[src/rtl/forward_unit.sv]
// Operand-forwarding and load-use hazard controller for the 5-stage MIPS pipeline.
// Optional load-use stall counter is built when FWD_STALL_CNT_EN is defined.
module forward_unit (
  input  logic        clk,
  input  logic        rst,
  input  logic        id_valid,
  input  logic [4:0]  id_rs,
  input  logic [4:0]  id_rt,
  input  logic        id_use_imm,
  input  logic [4:0]  id_dst,
  input  logic        id_we,
  input  logic        id_load,
  input  logic        hold,
  input  logic        flush,
  output logic [1:0]  fwd_a_sel,
  output logic [1:0]  fwd_b_sel,
  output logic        ld_stall
`ifdef FWD_STALL_CNT_EN
  ,
  output logic [31:0] stall_count
`endif
);

  localparam logic [1:0] SEL_RF  = 2'b00;
  localparam logic [1:0] SEL_EX  = 2'b01;
  localparam logic [1:0] SEL_MEM = 2'b10;
  localparam logic [1:0] SEL_IMM = 2'b11;

  logic       r_ex_valid;
  logic [4:0] r_ex_dst;
  logic       r_ex_we;
  logic       r_ex_load;
  logic       r_mem_valid;
  logic [4:0] r_mem_dst;
  logic       r_mem_we;
  logic [1:0] r_fwd_a_sel;
  logic [1:0] r_fwd_b_sel;

  logic       w_ex_hit_a;
  logic       w_ex_hit_b;
  logic       w_mem_hit_a;
  logic       w_mem_hit_b;
  logic       w_ld_stall;
  logic       w_issue;
  logic [1:0] w_sel_a;
  logic [1:0] w_sel_b;

  // A producer matches a source when it is a live register writer of a nonzero index.
  function automatic logic f_match(input logic v, input logic we,
                                   input logic [4:0] dst, input logic [4:0] src);
    return v & we & (dst == src) & (src != 5'd0);
  endfunction

  // Producer hit detection against both ID source operands.
  always_comb begin
    w_ex_hit_a  = f_match(r_ex_valid, r_ex_we, r_ex_dst, id_rs);
    w_ex_hit_b  = f_match(r_ex_valid, r_ex_we, r_ex_dst, id_rt);
    w_mem_hit_a = f_match(r_mem_valid, r_mem_we, r_mem_dst, id_rs);
    w_mem_hit_b = f_match(r_mem_valid, r_mem_we, r_mem_dst, id_rt);
  end

  // Load-use hazard: a flush already discards the consumer, so it suppresses the stall.
  always_comb begin
    w_ld_stall = ~flush & id_valid & r_ex_valid & r_ex_load & r_ex_we &
                 (r_ex_dst != 5'd0) &
                 ((r_ex_dst == id_rs) | ((r_ex_dst == id_rt) & ~id_use_imm));
    w_issue    = id_valid & ~flush & ~w_ld_stall;
  end

  // Operand A select: nearer producer wins.
  always_comb begin
    w_sel_a = SEL_RF;
    if (w_ex_hit_a) begin
      w_sel_a = SEL_EX;
    end else if (w_mem_hit_a) begin
      w_sel_a = SEL_MEM;
    end else begin
      w_sel_a = SEL_RF;
    end
  end

  // Operand B select: immediate overrides any register dependency.
  always_comb begin
    w_sel_b = SEL_RF;
    if (id_use_imm) begin
      w_sel_b = SEL_IMM;
    end else if (w_ex_hit_b) begin
      w_sel_b = SEL_EX;
    end else if (w_mem_hit_b) begin
      w_sel_b = SEL_MEM;
    end else begin
      w_sel_b = SEL_RF;
    end
  end

  // Shadow pipeline and registered selects; non-issuing cycles load a bubble into EX.
  always_ff @(posedge clk) begin
    if (rst) begin
      r_ex_valid  <= 1'b0;
      r_ex_dst    <= 5'd0;
      r_ex_we     <= 1'b0;
      r_ex_load   <= 1'b0;
      r_mem_valid <= 1'b0;
      r_mem_dst   <= 5'd0;
      r_mem_we    <= 1'b0;
      r_fwd_a_sel <= SEL_RF;
      r_fwd_b_sel <= SEL_RF;
    end else if (!hold) begin
      r_mem_valid <= r_ex_valid;
      r_mem_dst   <= r_ex_dst;
      r_mem_we    <= r_ex_we;
      r_ex_valid  <= w_issue;
      r_ex_dst    <= id_dst;
      r_ex_we     <= id_we;
      r_ex_load   <= id_load;
      r_fwd_a_sel <= w_issue ? w_sel_a : SEL_RF;
      r_fwd_b_sel <= w_issue ? w_sel_b : SEL_RF;
    end
  end

`ifdef FWD_STALL_CNT_EN
  logic [31:0] r_stall_cnt;

  // Stall-cycle counter, frozen by hold and wrapping naturally.
  always_ff @(posedge clk) begin
    if (rst) begin
      r_stall_cnt <= 32'd0;
    end else if (!hold && w_ld_stall) begin
      r_stall_cnt <= r_stall_cnt + 32'd1;
    end
  end

  assign stall_count = r_stall_cnt;
`endif

  assign fwd_a_sel = r_fwd_a_sel;
  assign fwd_b_sel = r_fwd_b_sel;
  assign ld_stall  = w_ld_stall;

endmodule

[config.mk]
export PLATFORM = sky130hd
export DESIGN_NAME = forward_unit
export DESIGN_NICKNAME = d
export VERILOG_FILES = /design/src/rtl/forward_unit.sv
export SDC_FILE = /design/constraint.sdc
export NUM_CORES = 1
export LEC_CHECK = 0
export ABC_AREA = 1
export CAP_MARGIN = 15
export CORE_ASPECT_RATIO = 0.9
export CORE_UTILIZATION = 50
export DETAILED_ROUTE_END_ITERATION = 6
export DONT_BUFFER_PORTS = 1
export GPL_TIMING_DRIVEN = 0
export SYNTH_ARGS = -nofsm -noshare
export SYNTH_HDL_FRONTEND = slang
export SYNTH_SLANG_ARGS = --single-unit
[constraint.sdc]
create_clock -name clk -period 2.25 [get_ports clk]
set_input_delay 0.225 -clock clk [delete_from_list [all_inputs] [get_ports clk]]
set_output_delay 0.225 -clock clk [all_outputs]
set_load 0.01 [all_outputs]
Yosys cells after proc, flatten, opt, wreduce, memory -nomap -nowiden
Cells that the tools add are included.
{ "word_totals": {"regBits": 19, "out_inout_bits": 5, "inputBits": 23, "wordCells": 45} }
{ "op_classes": {"n_reduce_logical": 3, "bitwise_logic": 22, "eq_ne": 4, "mux": 7} }
{ "ops": {"columns": ["cell", "n"], "rows": [
  ["$eq 5x5->1", 4],
  ["$and 1x1->1", 18],
  ["$reduce_bool 5->1", 3],
  ["$mux 2", 7],
  ["$not 1->1", 3],
  ["$or 1x1->1", 1]
]} }

Longest topological paths before layout
{ "logic_depth": {"word_depth": 10, "depth_mapped": 11} }

Least setup slack after synthesis
OpenSTA, ideal clock, no wires.
{ "synth_path": {"path_type": "reg2out", "start": "register r_ex_dst[1]", "end": "output port ld_stall", "arrival_time_ns": 0.979, "path_stages_with_launch": 9, "slack_ns": 1.046, "n_path_buf": 0, "path_cell_list": "dfxtp_1 > inv_2 > nand2_2 > nand2_1 > nor2_2 > nand3_2 > nand2_2 > nand2_4 > inv_1"} }
{ "synth_via": {"elab_chain_len": 4, "word_cells_on_any_way": 7, "cone_classes": "2 x eq/ne; 4 x bitwise; 1 x reduce/logical"} }
{ "synth_lines": {"columns": ["item", "line_no", "source"], "rows": [
  ["start, declared", "30", "logic [4:0] r_ex_dst;"],
  ["start signal, assigned", "113", "r_ex_dst <= id_dst;"],
  ["$eq 5x5->1", "66", "((r_ex_dst == id_rs) | ((r_ex_dst == id_rt) & ~id_use_imm));"],
  ["$and 1x1->1", "66", null],
  ["$or 1x1->1", "66", null],
  ["$and 1x1->1 *", "65", "(r_ex_dst != 5'd0) &"],
  ["end, declared", "17", "output logic ld_stall"]
]} }
Every way passes the cells marked *; elsewhere a longest branch is shown, timed or not.

Final worst setup path
Same ends and word-level chain as after synthesis.

==> reports/metrics.csv <==
stage,metric,value,unit
power_and_ir_drop,p_sw_share,30.11,%
logic_synthesis,post_synth.cell_area_avg,6.331,µm²
logic_synthesis,yosysUniqueCellTypes,23,
floorplan,fp.dieH,47.67,µm
worst_setup_path,critPathArrivalTime,1.45,ns
cts,cts_max_path_buffers,2,
sta,slew_violations,0,
global_routing,grt_max_degree,12,
worst_setup_path,worstPathRequired,2.03,ns
worst_setup_path,startpoint_type,flip-flop,
finish,drive_gt1_share,12.30,%
logic_synthesis,synth_cells,183,
global_routing,grt.overflow.total,0,
cts,numCtsBuffers,3,
logic_synthesis,post-synth-top-area-cell,dfxtp_1,
sta,finalSetupViolCount,0,
cts,cts_num_sinks,19,
worst_setup_path,end_kind,output pin,
floorplan,pin_count,28,
finish,final_nets,211,
min_path,hold_class,input port to flip-flop,
power_and_ir_drop,power.internal,466.0,µW
placement,post-dp-hpwl,2033,µm
routing,via_per_inst,5.131,
cts,clk_pin_slew_worst_paths,0.12,ns
cts,cts-htree-levels,1,
sta,hold_violations,0,
cts,cts_setup_buffers,0,
power_and_ir_drop,seq_power_share,55.7,%
logic_synthesis,syn_area,1159,µm²
cts,tritoncts,built,
sta,relSlewSlack,66.94,%
sta,fin_crit,1.674,ns
power_and_ir_drop,p_per_area,546.6,nW/µm²
floorplan,die_area,2514,µm²
logic_synthesis,yosysSeqAreaShare,32.83,%
global_routing,grt_usage,22.17,%
floorplan,core_area,2182,µm²
sta,fmaxAchievable,597.2,MHz
power_and_ir_drop,power.switching,200.7,µW
power_and_ir_drop,pwr-share-comb,17.5,%
finish,seqCellArea,380.4,µm²
cts,cts-root-buf,clkbuf_4,
logic_synthesis,synthFlopType,dfxtp_1,
logic_synthesis,synth-edff-count,0,
finish,multi_input_area,646.9,µm²
worst_setup_path,crit_path_max_incr_delay,0.43,ns
logic_synthesis,synth.area.top_cells,"dfxtp_1, nand2_1, nor2_1",
routing,drc,0,
floorplan,initial_core_util,53.10,%
worst_setup_path,worstPathCellList,inv_2 -> nand2_2 -> nand2_1 -> nor2_2 -> nand3_2 -> nand2_2 -> nand2_4 -> inv_1,
worst_setup_path,crit_type,flip-flop to output pin,
run,drv_cap,0,
finish,syn2layout_area_growth,5.292,%
logic_synthesis,yosysTopAreaCellShare,32.83,%
status,run_status,"finished, final reports clean",
logic_synthesis,synth.most_common_cell,nand2_1,
global_routing,grt_pass1_wl,3960,µm
logic_synthesis,synth_common_cells,"nand2_1, nor2_1, dfxtp_1, inv_1, nand3_1",
sta,rsz0062_at_grt,no,
worst_setup_path,cp_slowest_cell,dfxtp_1,
floorplan,rows,16,
global_routing,grt_pass1_vias,860,
global_routing,met1_usage,32.07,%
global_routing,use_met2,33.67,%
placement,place.gp.congestion,0.9020,
power_and_ir_drop,power.share.clock,26.8,%
finish,final_cell_count_no_fill,214,
sta,tightest_slew,0.4921,ns
routing,firstDrtPassIters,4,
worst_setup_path,crit_top_cell,nand2_2,
worst_setup_path,crit_fanout,6,
cts,hold_buffers,0,
global_routing,antenna_found_initial,0,
routing,ant_nets,0,
placement,numPortBuffers,0,
routing,via_count,1098,
global_routing,top_usage_layer,met2,
floorplan,die_w,52.74,µm
logic_synthesis,async_flop_share,0,%
logic_synthesis,ys.warnings.count,0,
sta,tns,0,ns
cts,clk_latency,0.30,ns
routing,wl_per_cell,12.25,µm
logic_synthesis,synth_nets,206,
finish,nFillCells,217,
logic_synthesis,synth-seq-cells,19,
sta,post-route-period-util,74.42,%
routing,first_iter_violations,29,
cts,cts_resized,0,
power_and_ir_drop,ir_drop,319.1,µV
global_routing,grtUsageMet3,4.127,%
sta,finClkSkew,0.005964,ns
routing,detail_route.wirelength,2622,µm
placement,place_inst,210,
power_and_ir_drop,leakage,0.5647,nW
finish,n_antenna_cell,0,
-- kinds of logic (layout without fill, tap and decap cells) --
logic type / count (synthesis) / after routing / share of synthesized area (%)
AOI/OAI and AO/OA: 23 / 23 / 12.42
xor gates and xnor gates: 6 / 6 / 4.536
buffers and inverters: 30 / 34 / 11.34
and+or+nand+nor: 105 / 105 / 38.88
DFF: 19 / 19 / 32.83
-- worst max-delay path, delay by kind of cell, from the launching register on --
| family | cells | cell delay [ns] |
|---|---|---|
| buffers and inverters | 2 | 0.19 |
| DFF | 1 | 0.43 |
| and+or+nand+nor | 6 | 0.53 |
-- flip-flops by register name (all words and copies together), names as in the netlist --
signal,count
r_ex_dst,5
r_mem_dst,5
fwd_a_sel,2
fwd_b_sel,2
r_ex_load,1
r_ex_valid,1
r_ex_we,1
r_mem_valid,1
r_mem_we,1
-- cells in the final DEF, fill, tap and decap left out, types with 3 or more instances in the layout --
master    count
a211oi_1     10
a21oi_1       9
buf_2         3
clkbuf_4      3
dfxtp_1      19
inv_1        19
inv_2         6
nand2_1      58
nand3_1      11
nor2_1       23
nor3_1        3
xnor2_1       4
-- area by class of cell --
| cell class | instances | share of cell area (%) |
|---|---|---|
| Multi-Input combinational cell | 134 | 53.03 |
| Sequential cell | 19 | 31.18 |
| Inverter | 25 | 7.692 |
| Buffer | 5 | 3.077 |
| Tap cell | 27 | 2.769 |
| Clock buffer | 3 | 1.846 |
| Clock inverter | 1 | 0.4103 |
-- power groups by stage --
stage                     registers [mW]  logic [mW]  clock network (mW)
after floorplan                    0.375      0.0956                   0
after global placement             0.378       0.115                   0
after detailed placement           0.379       0.116                   0
after CTS                          0.371       0.116               0.183
after global routing               0.374       0.132               0.195
final                              0.371       0.117               0.179
-- worst paths after layout --
path / depth (start not counted) / to / start / slack, ns
setup reg to reg: 10 / fwd_b_sel[0]$_SDFFE_PP0N_ / r_ex_dst[2]$_SDFFE_PP0N_ / 0.91
setup / recovery: 8 / ld_stall / r_ex_dst[1]$_SDFFE_PP0N_ / 0.58
hold / removal: 2 / r_ex_load$_SDFFE_PP0N_ / id_load / 0.05
hold reg to reg: 2 / r_ex_load$_SDFFE_PP0N_ / r_ex_load$_SDFFE_PP0N_ / 0.48
-- stage by stage --
stage | setup slack, ns | instance area [µm²] | hold slack, ns | power, mW | utilization [%]
global placement | 0.9282 | 1192 | 0.3729 | 0.4932 | 54.64
floorplan | 1.046 | 1159 | 0.3696 | 0.4702 | -
detailed placement | 0.9081 | 1192 | 0.3776 | 0.4944 | 54.64
finish | 0.5756 | 1220 | 0.04575 | 0.6668 | 55.91
CTS | 0.5593 | 1220 | 0.03975 | 0.6707 | 55.91
global route | 0.4500 | 1220 | 0.04627 | 0.7020 | 55.91
-- per-layer routing --
metal,vias up,share of wire (%)
met5,-,0
met4,0,0.72
met3,2,4.3
met2,24,43
met1,482,52
li1,590,-
Power figures use the tool's default switching activity.
